File: config.mk
export PLATFORM = sky130hd
export DESIGN_NAME = pipeline_ctrl
export DESIGN_NICKNAME = d
export VERILOG_FILES = /design/src/rtl/pipeline_ctrl.sv
export SDC_FILE = /design/constraint.sdc
export NUM_CORES = 1
export LEC_CHECK = 0
export ABC_AREA = 1
export ABC_CLOCK_PERIOD_IN_PS = 2400
export CORE_MARGIN = 2
export CORE_UTILIZATION = 40
export DETAILED_ROUTE_END_ITERATION = 12
export GPL_ROUTABILITY_DRIVEN = 0
export PLACE_DENSITY = 0.63
export SLEW_MARGIN = 5
export SYNTH_ARGS = -nofsm -noshare
export SYNTH_HDL_FRONTEND = slang
export SYNTH_SLANG_ARGS = --single-unit
File: constraint.sdc
create_clock -name clock -period 2.4 [get_ports clock]
set_input_delay 0.24 -clock clock [delete_from_list [all_inputs] [get_ports clock]]
set_output_delay 0.24 -clock clock [all_outputs]
set_load 0.02 [all_outputs]
File: src/rtl/pipeline_ctrl.sv
// Hazard/stall controller: drives pipeline register write-enables and clears, sequences start-up,
// times out stuck data accesses and keeps saturating stall/flush counters.
module pipeline_ctrl #(
    parameter int INIT_CYCLES = 2,
    parameter int TIMEOUT     = 64
) (
    input  logic        clock,
    input  logic        rst,
    input  logic [4:0]  id_rs,
    input  logic [4:0]  id_rt,
    input  logic        id_uses_rt,
    input  logic        ex_memRead,
    input  logic [4:0]  ex_rd,
    input  logic        mem_pcSrc,
    input  logic        dmem_req,
    input  logic        dmem_ready,
    input  logic        imem_ready,
    output logic        pc_we,
    output logic        if_id_we,
    output logic        id_ex_we,
    output logic        ex_mem_we,
    output logic        if_id_clear,
    output logic        id_ex_clear,
    output logic        ex_mem_clear,
    output logic        mem_wb_clear,
    output logic        timeout_err,
    output logic [15:0] stall_cnt,
    output logic [15:0] flush_cnt
);

    localparam logic [1:0] ST_INIT   = 2'd0;
    localparam logic [1:0] ST_RUN    = 2'd1;
    localparam logic [1:0] ST_DSTALL = 2'd2;

    localparam int         TW        = $clog2(TIMEOUT + 1);
    localparam logic [TW-1:0] TO_MAX = TW'(TIMEOUT);
    localparam logic [3:0] INIT_LAST = 4'(INIT_CYCLES - 1);

    logic [1:0]    state, state_nxt;
    logic [3:0]    init_cnt;
    logic [TW-1:0] to_cnt, to_nxt;
    logic          load_use;
    logic          stall_now;
    logic          flush_hit;

    assign load_use  = ex_memRead && (ex_rd != 5'd0) &&
                       ((ex_rd == id_rs) || (id_uses_rt && (ex_rd == id_rt)));
    assign stall_now = ((state == ST_RUN) && dmem_req && !dmem_ready) ||
                       ((state == ST_DSTALL) && !dmem_ready);

    always_comb begin
        pc_we        = 1'b1;
        if_id_we     = 1'b1;
        id_ex_we     = 1'b1;
        ex_mem_we    = 1'b1;
        if_id_clear  = 1'b0;
        id_ex_clear  = 1'b0;
        ex_mem_clear = 1'b0;
        mem_wb_clear = 1'b0;
        flush_hit    = 1'b0;
        state_nxt    = state;
        if (state == ST_INIT) begin
            pc_we        = 1'b0;
            if_id_we     = 1'b0;
            id_ex_we     = 1'b0;
            ex_mem_we    = 1'b0;
            if_id_clear  = 1'b1;
            id_ex_clear  = 1'b1;
            ex_mem_clear = 1'b1;
            mem_wb_clear = 1'b1;
            if (init_cnt == INIT_LAST)
                state_nxt = ST_RUN;
        end else if (stall_now) begin
            // Whole front end frozen; only the bubble into MEM/WB moves.
            pc_we        = 1'b0;
            if_id_we     = 1'b0;
            id_ex_we     = 1'b0;
            ex_mem_we    = 1'b0;
            mem_wb_clear = 1'b1;
            state_nxt    = ST_DSTALL;
        end else begin
            state_nxt = ST_RUN;
            if (mem_pcSrc) begin
                if_id_clear  = 1'b1;
                id_ex_clear  = 1'b1;
                ex_mem_clear = 1'b1;
                flush_hit    = 1'b1;
            end else if (load_use) begin
                pc_we       = 1'b0;
                if_id_we    = 1'b0;
                id_ex_clear = 1'b1;
            end else if (!imem_ready) begin
                pc_we       = 1'b0;
                if_id_clear = 1'b1;
            end
        end
    end

    // First stalled cycle (detected in RUN) counts as 1; counter saturates at TIMEOUT.
    always_comb begin
        to_nxt = {{(TW-1){1'b0}}, 1'b1};
        if (state == ST_DSTALL)
            to_nxt = (to_cnt == TO_MAX) ? to_cnt : to_cnt + 1'b1;
    end

    always_ff @(posedge clock) begin
        if (rst) begin
            state       <= ST_INIT;
            init_cnt    <= 4'd0;
            to_cnt      <= '0;
            timeout_err <= 1'b0;
            stall_cnt   <= 16'd0;
            flush_cnt   <= 16'd0;
        end else begin
            state <= state_nxt;
            if (state == ST_INIT)
                init_cnt <= init_cnt + 4'd1;
            if (stall_now) begin
                to_cnt <= to_nxt;
                if (to_nxt >= TO_MAX)
                    timeout_err <= 1'b1;
            end
            if ((state != ST_INIT) && !pc_we && (stall_cnt != 16'hFFFF))
                stall_cnt <= stall_cnt + 16'd1;
            if (flush_hit && (flush_cnt != 16'hFFFF))
                flush_cnt <= flush_cnt + 16'd1;
        end
    end

endmodule

==> impl_metrics.json, run 1 <==
{
  "fin_area_mm2": 0.003727,
  "yosysWarningCount": 0,
  "arrival_ns": 2.10,
  "n_fill_cell": 696,
  "global_route.peak_usage_layer": "met2",
  "net_count_synth": 479,
  "floorplan.initialDensity_pct": 41.71,
  "synthesized_area_per_cell_um2": 6.367,
  "setup_tns_ns": 0,
  "drc": 0,
  "finalWorstPathRequiredPeriod_ns": 2.343,
  "placed_cells": 603,
  "asyncSetResetFlopFracSynth_pct": 0,
  "tightestPinTransition_ns": 0.6142,
  "final-instance-count-excl-fill": 614,
  "firstDrtPassIters": 5,
  "area_growth_syn_to_layout_pct": 30.09,
  "drt_first_iter_violations": 90,
  "vdd_ir_drop_max_mv": 0.3334,
  "regToRegStartpoint": "stall_cnt[0]",
  "detail_route.vias_per_cell": 4.808,
  "relSlewSlack_pct": 59.01,
  "hold-path-endpoint": "timeout_err",
  "seqCellArea_um2": 920.9,
  "ys.flop_type": "dfxtp_1",
  "worstReg2RegEnd": "stall_cnt[13]",
  "pin_count_of_the_biggest_net_entering_global_routing": 29,
  "synth_area_leaders": "dfxtp_1 32%, nand2_1 15%, inv_1 9.7%, nor2_1 7.9%, nand3_1 4.9%",
  "postPlaceCellArea_mm2": 0.003588,
  "maxCapViolCount": 0,
  "num_vias": 2952,
  "critical_path_buf_inv_count": 2,
  "cts_max_path_buffers": 2,
  "grt_pass1_wl_um": 11460,
  "critPathRequiredTime_ns": 2.16,
  "finalHoldViolations": 0,
  "top_level_ports": 64,
  "post-route-period-util_pct": 97.62,
  "ctsRootBufferMaster": "clkbuf_8",
  "p_sw_uw": 668.8,
  "power_per_cell_area_mw_per_mm2": 542.0,
  "cp_slowest_cell": "clkdlybuf4s50_1",
  "static-leakage-power_nw": 1.602,
  "setup_viol_count_final": 0,
  "power.clock.fraction_pct": 28.8,
  "hpwl_um": 5072,
  "die-area_mm2": 0.007856,
  "cpLargestDelayFamily": "buffers and inverters",
  "outcome": "finished clean",
  "antenna_cells_inserted": 0,
  "worst-r2r-setup-slack_ns": 0.54,
  "placeableCoreArea_mm2": 0.006869,
  "floorplan.die.width_um": 88.64,
  "post_route_wl_um": 6879,
  "critical_path_maximum_fanout": 9,
  "synth-seq-area-share_pct": 32.14,
  "synthCells": 450,
  "worst_setup_path_end_kind": "output port",
  "hold_class": "reg -> reg",
  "port_buffers": 63,
  "grt_setup_unrepaired": "yes",
  "achievable-frequency_ghz": 0.4268,
  "multiInputGateArea_mm2": 0.001584,
  "final_util_pct": 54.26,
  "synth_top_area_cell": "dfxtp_1",
  "hold_path.startpoint": "timeout_err",
  "first_global_vias": 2664,
  "tritoncts": "built",
  "antenna_found_initial": 0,
  "synth.lib_cells_used.distinct": 33,
  "min_delay_path_depth": 2,
  "switching_share_pct": 33.11,
  "synth_top_area_share_pct": 32.14,
  "fp-row-count": 30,
  "grtUsageMet3_pct": 3.731,
  "grt.overflow.total": 0,
  "drive_gt1_share_pct": 5.792,
  "cp-start-kind": "flip-flop",
  "htree_levels": 2,
  "rr_worst_depth": 10,
  "synthTopCellsByCount": "116 x nand2_1, 74 x inv_1, 60 x nor2_1",
  "cts.sinks": 46,
  "groute.layer.met1.usage_pct": 23.04,
  "grt_usage_pct": 17.96,
  "ys_seq_elements": 46,
  "insertion_delay_ns": 0.30,
  "synth-edff-count": 0,
  "synth.cell_area_mm2": 0.002865,
  "critical-path-max-stage-delay_ns": 0.60,
  "cell_internal_pwr_mw": 1.351,
  "path_clk_slew_ns": 0.08,
  "final_antenna_net_count": 0,
  "clock_skew_ns": 0.01139,
  "cts_buffers": 5,
  "timing_worst_setup_path_type": "reg -> out",
  "grt_util_met2_pct": 30.33,
  "final_nets": 546,
  "final-max-slew-violation-count": 0,
  "pwr-share-seq_pct": 42.1,
  "yosysMostFrequentCell": "nand2_1",
  "route.detailed.wl_per_inst_um": 11.20,
  "comb_power_share_pct": 29.2,
  "die_y_um": 88.64,
  "worstPathCellList": "nor2_2 -> inv_1 -> a21oi_1 -> a31o_2 -> clkdlybuf4s50_1"
}
==> cell type report <==
| class | count | share of cell area, % |
|---|---|---|
| Clock inverter | 1 | 0.8056 |
| Sequential cell | 46 | 24.71 |
| Tap cell | 96 | 3.223 |
| Inverter | 76 | 7.721 |
| Multi-Input combinational cell | 316 | 42.50 |
| Timing Repair Buffer | 72 | 19.00 |
| Clock buffer | 7 | 2.048 |
==> cells by family (layout without fill, tap and decap cells) <==
family,Yosys count,after routing,synth area share [%]
xor gates and xnor gates,16,16,4.891
AOI/OAI and AO/OA,46,46,9.171
and+or+nand+nor,248,248,38.60
adders and majority gates,6,6,2.620
DFF,46,46,32.14
buffers and inverters,88,156,12.58
==> how the worst max path moves through the flow <==
stage / start / endpoint / slack [ns] / cells past startpoint
floorplan: state[1] / id_ex_clear / 0.59 / 5
global placement: ex_rd[2] / pc_we / 0.04 / 10
detailed placement: ex_rd[3] / pc_we / 0.005 / 12
CTS: ex_rd[3] / pc_we / 0.002 / 12
global route: state[0] / id_ex_clear / -0.03 / 5
finish: state[0] / id_ex_clear / 0.06 / 5
==> flip-flops by register name, summed over array words and instances (netlist names) <==
register	count
stall_cnt	16
flush_cnt	16
to_cnt	7
state	2
init_cnt	4
timeout_err	1
==> stage by stage <==
step                setup WS (ns)  hold WS (ns)  total power [mW]
floorplan                  0.5853        0.4494             1.239
global placement          0.03734        0.4420             1.446
detailed placement       0.004996        0.4466             1.455
CTS                      0.002256        0.4623             2.045
global route             -0.03300        0.4983             2.129
finish                    0.05706        0.4622             2.020
==> power by group through the flow <==
stage	Combinational, mW	Clock [mW]	Sequential, mW
after global placement	0.578	0	0.868
after floorplan	0.365	0	0.874
after detailed placement	0.588	0	0.868
after CTS	0.597	0.599	0.850
after global routing	0.646	0.623	0.860
final	0.589	0.581	0.850
==> cell usage in the layout, fill, tap and decap left out, types with 4 or more instances in the layout <==
cell type        instances
nand2_1                116
inv_1                   74
nor2_1                  60
clkdlybuf4s50_1         59
dfxtp_1                 46
nand3_1                 28
a21oi_1                 24
nand4_1                 20
o21ai_0                 13
nor3_1                  11
xor2_1                   9
buf_4                    9
xnor2_1                  7
ha_1                     6
clkbuf_8                 5
dlymetal6s2s_1           4
==> what timing repair did <==
item | in CTS | in global routing
resized for setup | 0 | 4
buffers inserted | 3 | 0
setup endpoints to repair | 1 | 5
pin swaps | 1 | 0
hold buffers | 0 | 0
==> routing by layer <==
metal	part of all wire (%)	wire length, um
met3	3.5	238
met2	46	3165
met4	1.6	110
met1	49	3365
met5	0	0
==> worst reg2reg max path, delay by kind of cell, from the launching register on <==
kind	cells	cell delay, ns
AND/OR/NAND/NOR	9	1.14
flip-flops	1	0.40
adder cells (fa/ha/maj)	1	0.21
(Power assumes the default switching activity.)
==> run 2, diff against run 1 <==
Settings changed: ABC_AREA 1 to unset, CTS_BUF_LIST set to sky130_fd_sc_hd__clkbuf_8 sky130_fd_sc_hd__clkbuf_16, PLACE_DENSITY 0.63 to 0.64.
==> impl_metrics.json, run 2 <==
{
  "outcome": "finished clean",
  "finalHoldViolations": 0,
  "maxCapViolCount": 0,
  "power.clock.fraction_pct": 26.4,
  "post_route_wl_um": 5893,
  "final_nets": 411,
  "final_antenna_net_count": 0,
  "num_vias": 2408,
  "floorplan.die.width_um": 84.22,
  "ctsRootBufferMaster": "clkbuf_8",
  "static-leakage-power_nw": 1.223,
  "antenna_cells_inserted": 0,
  "hold_path.startpoint": "timeout_err",
  "switching_share_pct": 32.78,
  "grt.overflow.total": 0,
  "placeableCoreArea_mm2": 0.006277,
  "antenna_found_initial": 0,
  "fin_area_mm2": 0.003431,
  "regToRegStartpoint": "stall_cnt[2]",
  "cts_buffers": 5,
  "critical_path_maximum_fanout": 4,
  "vdd_ir_drop_max_mv": 0.2772,
  "finalWorstPathRequiredPeriod_ns": 2.287,
  "setup_viol_count_final": 0,
  "detail_route.vias_per_cell": 5.235,
  "synth-edff-count": 0,
  "hpwl_um": 4475,
  "ys.flop_type": "dfxtp_1",
  "die_y_um": 84.22,
  "fp-row-count": 29,
  "synth-seq-area-share_pct": 35.78,
  "synthCells": 310,
  "drc": 0,
  "yosysMostFrequentCell": "dfxtp_1",
  "post-route-period-util_pct": 95.29,
  "cell_internal_pwr_mw": 1.237,
  "postPlaceCellArea_mm2": 0.003357,
  "floorplan.initialDensity_pct": 41.00,
  "ys_seq_elements": 46,
  "n_fill_cell": 615,
  "cp-start-kind": "input pin",
  "first_global_vias": 2378,
  "tightestPinTransition_ns": 0.5909,
  "relSlewSlack_pct": 60.48,
  "insertion_delay_ns": 0.30,
  "postCtsSetupBuffers": 0,
  "timing_worst_setup_path_type": "in -> out",
  "cts_max_path_buffers": 2,
  "synth.cell_area_mm2": 0.002574,
  "area_growth_syn_to_layout_pct": 33.30,
  "firstDrtPassIters": 4,
  "net_count_synth": 339,
  "pin_count_of_the_biggest_net_entering_global_routing": 17,
  "final-max-slew-violation-count": 0,
  "place_worst_setup_slack_ns": -0.2586,
  "asyncSetResetFlopFracSynth_pct": 0,
  "power_per_cell_area_mw_per_mm2": 536.5,
  "final_util_pct": 54.65,
  "drive_gt1_share_pct": 11.49,
  "layout.cells.most_common": "clkdlybuf4s50_1",
  "pwr-share-seq_pct": 46.7,
  "grt_usage_pct": 17.48,
  "clock_skew_ns": 0.007487,
  "timing.hold.ws_ns": 0.4888,
  "startpoint": "ex_rd[1]",
  "synth_area_leaders": "dfxtp_1 36%, xnor2_1 6.5%, nor2_1 5.7%, xor2_1 4.4%, a21oi_1 4.3%",
  "synth.lib_cells_used.distinct": 46,
  "top_level_ports": 64,
  "yosysWarningCount": 0,
  "mostFrequentLayoutCells": "59 x clkdlybuf4s50_1, 46 x dfxtp_1, 39 x nor2_1",
  "htree_levels": 2,
  "hold_class": "reg -> reg",
  "comb_power_share_pct": 26.9,
  "synthTopCellsByCount": "46 x dfxtp_1, 39 x nor2_1, 22 x a21oi_1",
  "path_clk_slew_ns": 0.09,
  "synth_top_area_cell": "dfxtp_1",
  "synth_top_area_share_pct": 35.78,
  "finalWorstSetupSlack_ns": 0.1131,
  "port_buffers": 63,
  "worst_setup_path_end_kind": "output port",
  "grt_setup_unrepaired": "no",
  "die-area_mm2": 0.007092,
  "route.detailed.wl_per_inst_um": 12.81,
  "synthesized_area_per_cell_um2": 8.302,
  "reg_top3": "flush_cnt: 16 flops, stall_cnt: 16 flops, to_cnt: 7 flops",
  "tritoncts": "built",
  "cts.sinks": 46,
  "grt_pass1_wl_um": 10450,
  "critPathRequiredTime_ns": 2.16,
  "arrival_ns": 2.05,
  "p_sw_uw": 603.3,
  "drt_first_iter_violations": 40,
  "achievable-frequency_ghz": 0.4373
}
run 2: cell count changes in the layout (fill, tap and decap cells not counted), moves of 6 or more:
cell,change
and2_1,+6
and3_1,+9
buf_4,+8
inv_1,-67
nand2_1,-95
nand3_1,-12
nand4_1,-9
nor2_1,-21
nor3_1,-6
o21ai_0,-6
o31ai_1,+7
or4_1,+7
xnor2_1,+12
run 2: worst paths after layout:
| kind | endpoint | slack (ns) | depth (start not counted) |
|---|---|---|---|
| worst max-delay path | if_id_we | 0.11 | 7 |
| worst min-delay path | timeout_err | 0.49 | 2 |
| worst max register to register | stall_cnt[11] | 0.37 | 5 |
| worst min register to register | timeout_err | 0.49 | 2 |
run 2: kinds of logic (layout without fill, tap and decap cells):
logic type / after synthesis / count (layout) / share of synthesized area, %
buffers and inverters: 23 / 96 / 4.570
muxes: 4 / 4 / 1.701
and+or+nand+nor: 152 / 152 / 32.82
adders and majority gates: 6 / 6 / 2.917
AOI/OAI and AO/OA: 47 / 47 / 11.33
DFF: 46 / 46 / 35.78
xor gates and xnor gates: 32 / 32 / 10.89
run 2: repair_timing:
item,in CTS,in global routing
endpoints found under the setup margin,4,3
pin swaps,0,0
gates resized for setup,4,7
hold buffers,0,0
run 2: area by class of cell:
cell class,instances,area (um2),share of cell area (%)
inverter,7,26.28,0.7659
multi-input combinational,241,1535,44.75
clock inverter,3,21.27,0.6200
sequential,46,920.9,26.84
tap,77,96.34,2.808
clock buffer,5,68.82,2.006
timing repair buffer,81,762.0,22.21
run 2: worst max-delay path, stage by stage:
cell             delay [ns]
clkdlybuf4s50_1        0.41
or4_1                  0.56
o21ai_2                0.15
nand2b_1               0.18
nor2_1                 0.06
nor2_1                 0.11
dlygate4sd2_1          0.35
run 2: layer usage:
metal  wire, um  global-route usage (%)  up-vias
met2       2815                   30.45       37
met4         51                   4.399        0
met5          0                       0        -
met3        189                   3.147        5
li1           -                       -     1240
met1       2836                   22.36     1126
run 2: per-stage QoR:
stage,instances,power [mW],setup TNS [ns]
after floorplan,310,1.184,0
after global placement,452,1.382,-0.5903
after detailed placement,452,1.391,-0.8726
after CTS,460,1.870,0
after global routing,460,1.943,0
final,460,1.841,0
run 2: power groups by stage:
stage	clock network, mW	registers (mW)	logic, mW
2_1_floorplan	0	0.858	0.326
3_5_place_dp	0	0.876	0.515
4_1_cts	0.508	0.858	0.504
3_3_place_gp	0	0.875	0.507
6_report	0.486	0.859	0.496
5_1_grt	0.530	0.867	0.545
==> run 3, diff against run 2 <==
Settings changed: DONT_BUFFER_PORTS set to 1, PLACE_DENSITY 0.64 to 0.51, SLEW_MARGIN 5 to 20.
==> impl_metrics.json, run 3 (synthesized netlist as in run 2, its figures left out) <==
{
  "post_route_wl_um": 5779,
  "power_per_cell_area_mw_per_mm2": 633.7,
  "postPlaceCellArea_mm2": 0.002654,
  "postCtsSetupBuffers": 0,
  "pin_count_of_the_biggest_net_entering_global_routing": 36,
  "clock_skew_ns": 0.007409,
  "die-area_mm2": 0.007092,
  "grt_usage_pct": 16.55,
  "cts_max_path_buffers": 2,
  "cts.sinks": 46,
  "cts_buffers": 5,
  "first_global_vias": 1978,
  "critPathRequiredTime_ns": 2.16,
  "reg_top3": "flush_cnt: 16 flops, stall_cnt: 16 flops, to_cnt: 7 flops",
  "global_route.peak_usage_layer": "met2",
  "grt_setup_unrepaired": "no",
  "drt_first_iter_violations": 74,
  "final-max-slew-violation-count": 0,
  "worst_setup_path_end_kind": "output port",
  "fp-row-count": 29,
  "critical_path_maximum_fanout": 9,
  "hpwl_um": 4010,
  "static-leakage-power_nw": 0.9843,
  "grt_pass1_wl_um": 9535,
  "port_buffers": 0,
  "place_worst_setup_slack_ns": 0.2844,
  "grtUsageMet3_pct": 5.015,
  "path_clk_slew_ns": 0.08,
  "insertion_delay_ns": 0.30,
  "num_vias": 2139,
  "antenna_cells_inserted": 0,
  "drc": 0,
  "arrival_ns": 1.90,
  "worst-r2r-setup-slack_ns": 0.30,
  "timing_worst_setup_path_type": "reg -> out",
  "relSlewSlack_pct": 51.67,
  "floorplan.die.width_um": 84.22,
  "area_growth_syn_to_layout_pct": 8.799,
  "finalWorstSetupSlack_ns": 0.2565,
  "top_level_ports": 64,
  "placeableCoreArea_mm2": 0.006277,
  "antenna_found_initial": 0,
  "min_delay_path_depth": 1,
  "final_nets": 343,
  "grt.overflow.total": 0,
  "maxCapViolCount": 0,
  "firstDrtPassIters": 4,
  "regToRegStartpoint": "stall_cnt[3]",
  "htree_levels": 2,
  "final-instance-count-excl-fill": 392,
  "placed_cells": 381,
  "mostFrequentLayoutCells": "46 x dfxtp_1, 39 x nor2_1, 22 x a21oi_1",
  "vdd_ir_drop_max_mv": 0.3509,
  "finalWorstPathRequiredPeriod_ns": 2.144,
  "tightestPinTransition_ns": 0.7249,
  "layout.cells.most_common": "dfxtp_1",
  "achievable-frequency_ghz": 0.4665,
  "cp-start-kind": "flip-flop",
  "hold_class": "in -> reg",
  "rr_worst_depth": 5,
  "route.detailed.wl_per_inst_um": 14.74,
  "final_antenna_net_count": 0,
  "hold_path.startpoint": "rst",
  "ctsRootBufferMaster": "clkbuf_8",
  "groute.layer.met1.usage_pct": 20.40,
  "detail_route.vias_per_cell": 5.457,
  "outcome": "finished clean",
  "final_util_pct": 44.61,
  "finalHoldViolations": 0,
  "die_y_um": 84.22,
  "worstReg2RegEnd": "stall_cnt[11]",
  "tritoncts": "built",
  "hold-path-endpoint": "stall_cnt[7]",
  "setup_viol_count_final": 0,
  "drive_gt1_share_pct": 10.16,
  "floorplan.initialDensity_pct": 41.00,
  "setup_tns_ns": 0,
  "post-route-period-util_pct": 89.31,
  "grt_util_met2_pct": 28.14,
  "fin_area_mm2": 0.002800
}
-- run 3: changes by cell type in the layout (fill, tap and decap cells not counted), moves of 2 or more --
cell	previous run	this run
clkdlybuf4s50_1	59	0
buf_4	17	10
clkbuf_2	3	0
dlygate4sd3_1	0	2
inv_1	7	9
-- run 3: worst max-delay path by stage --
stage | startpoint | end | slack (ns) | cells after the start
final | state[0] | if_id_clear | 0.26 | 4
after global routing | state[0] | if_id_clear | 0.09 | 4
after CTS | state[0] | if_id_clear | 0.25 | 4
after detailed placement | stall_cnt[3] | stall_cnt[11] | 0.28 | 5
after global placement | stall_cnt[3] | stall_cnt[11] | 0.32 | 5
after floorplan | flush_cnt[3] | flush_cnt[2] | 0.47 | 8
-- run 3: final cells by class --
class                           instances  area, um2
Clock inverter                          3      37.54
Tap cell                               77      96.34
Multi-Input combinational cell        241       1535
Clock buffer                            5      68.82
Sequential cell                        46      920.9
Inverter                                7      26.28
Timing Repair Buffer                   13      115.1
Fill cell                             650       3477
-- run 3: worst max-delay path, stage by stage (launching register included) --
cell and delay (ns):
dfxtp_1 0.47, nand3b_1 0.17, a21oi_1 0.60, o21ai_0 0.19, buf_4 0.19
-- run 3: stage by stage --
stage	power [mW]	hold WS, ns
global placement	1.216	0.3151
floorplan	1.184	0.4567
global route	1.886	0.02093
CTS	1.805	0.0005967
finish	1.774	0.03986
detailed placement	1.219	0.3149
-- run 3: per-layer routing --
layer / vias up / part of all wire, % / wire length [um]
li1: 1103 / - / -
met2: 57 / 49 / 2815
met5: - / 0 / 0
met3: 5 / 5.8 / 335
met4: 0 / 0.85 / 49
met1: 974 / 45 / 2579
-- run 3: timing repair --
item / CTS / global route
hold buffers: 2 / 1
hold endpoints to repair: 35 / 1
resized for setup: 0 / 0
-- run 3: power by group --
group / leakage [nW] / total [mW] / switching (mW) / internal (mW)
clock: 0.0607 / 0.559 / 0.256 / 0.303
sequential: 0.371 / 0.857 / 0.0550 / 0.802
combinational: 0.552 / 0.359 / 0.236 / 0.123
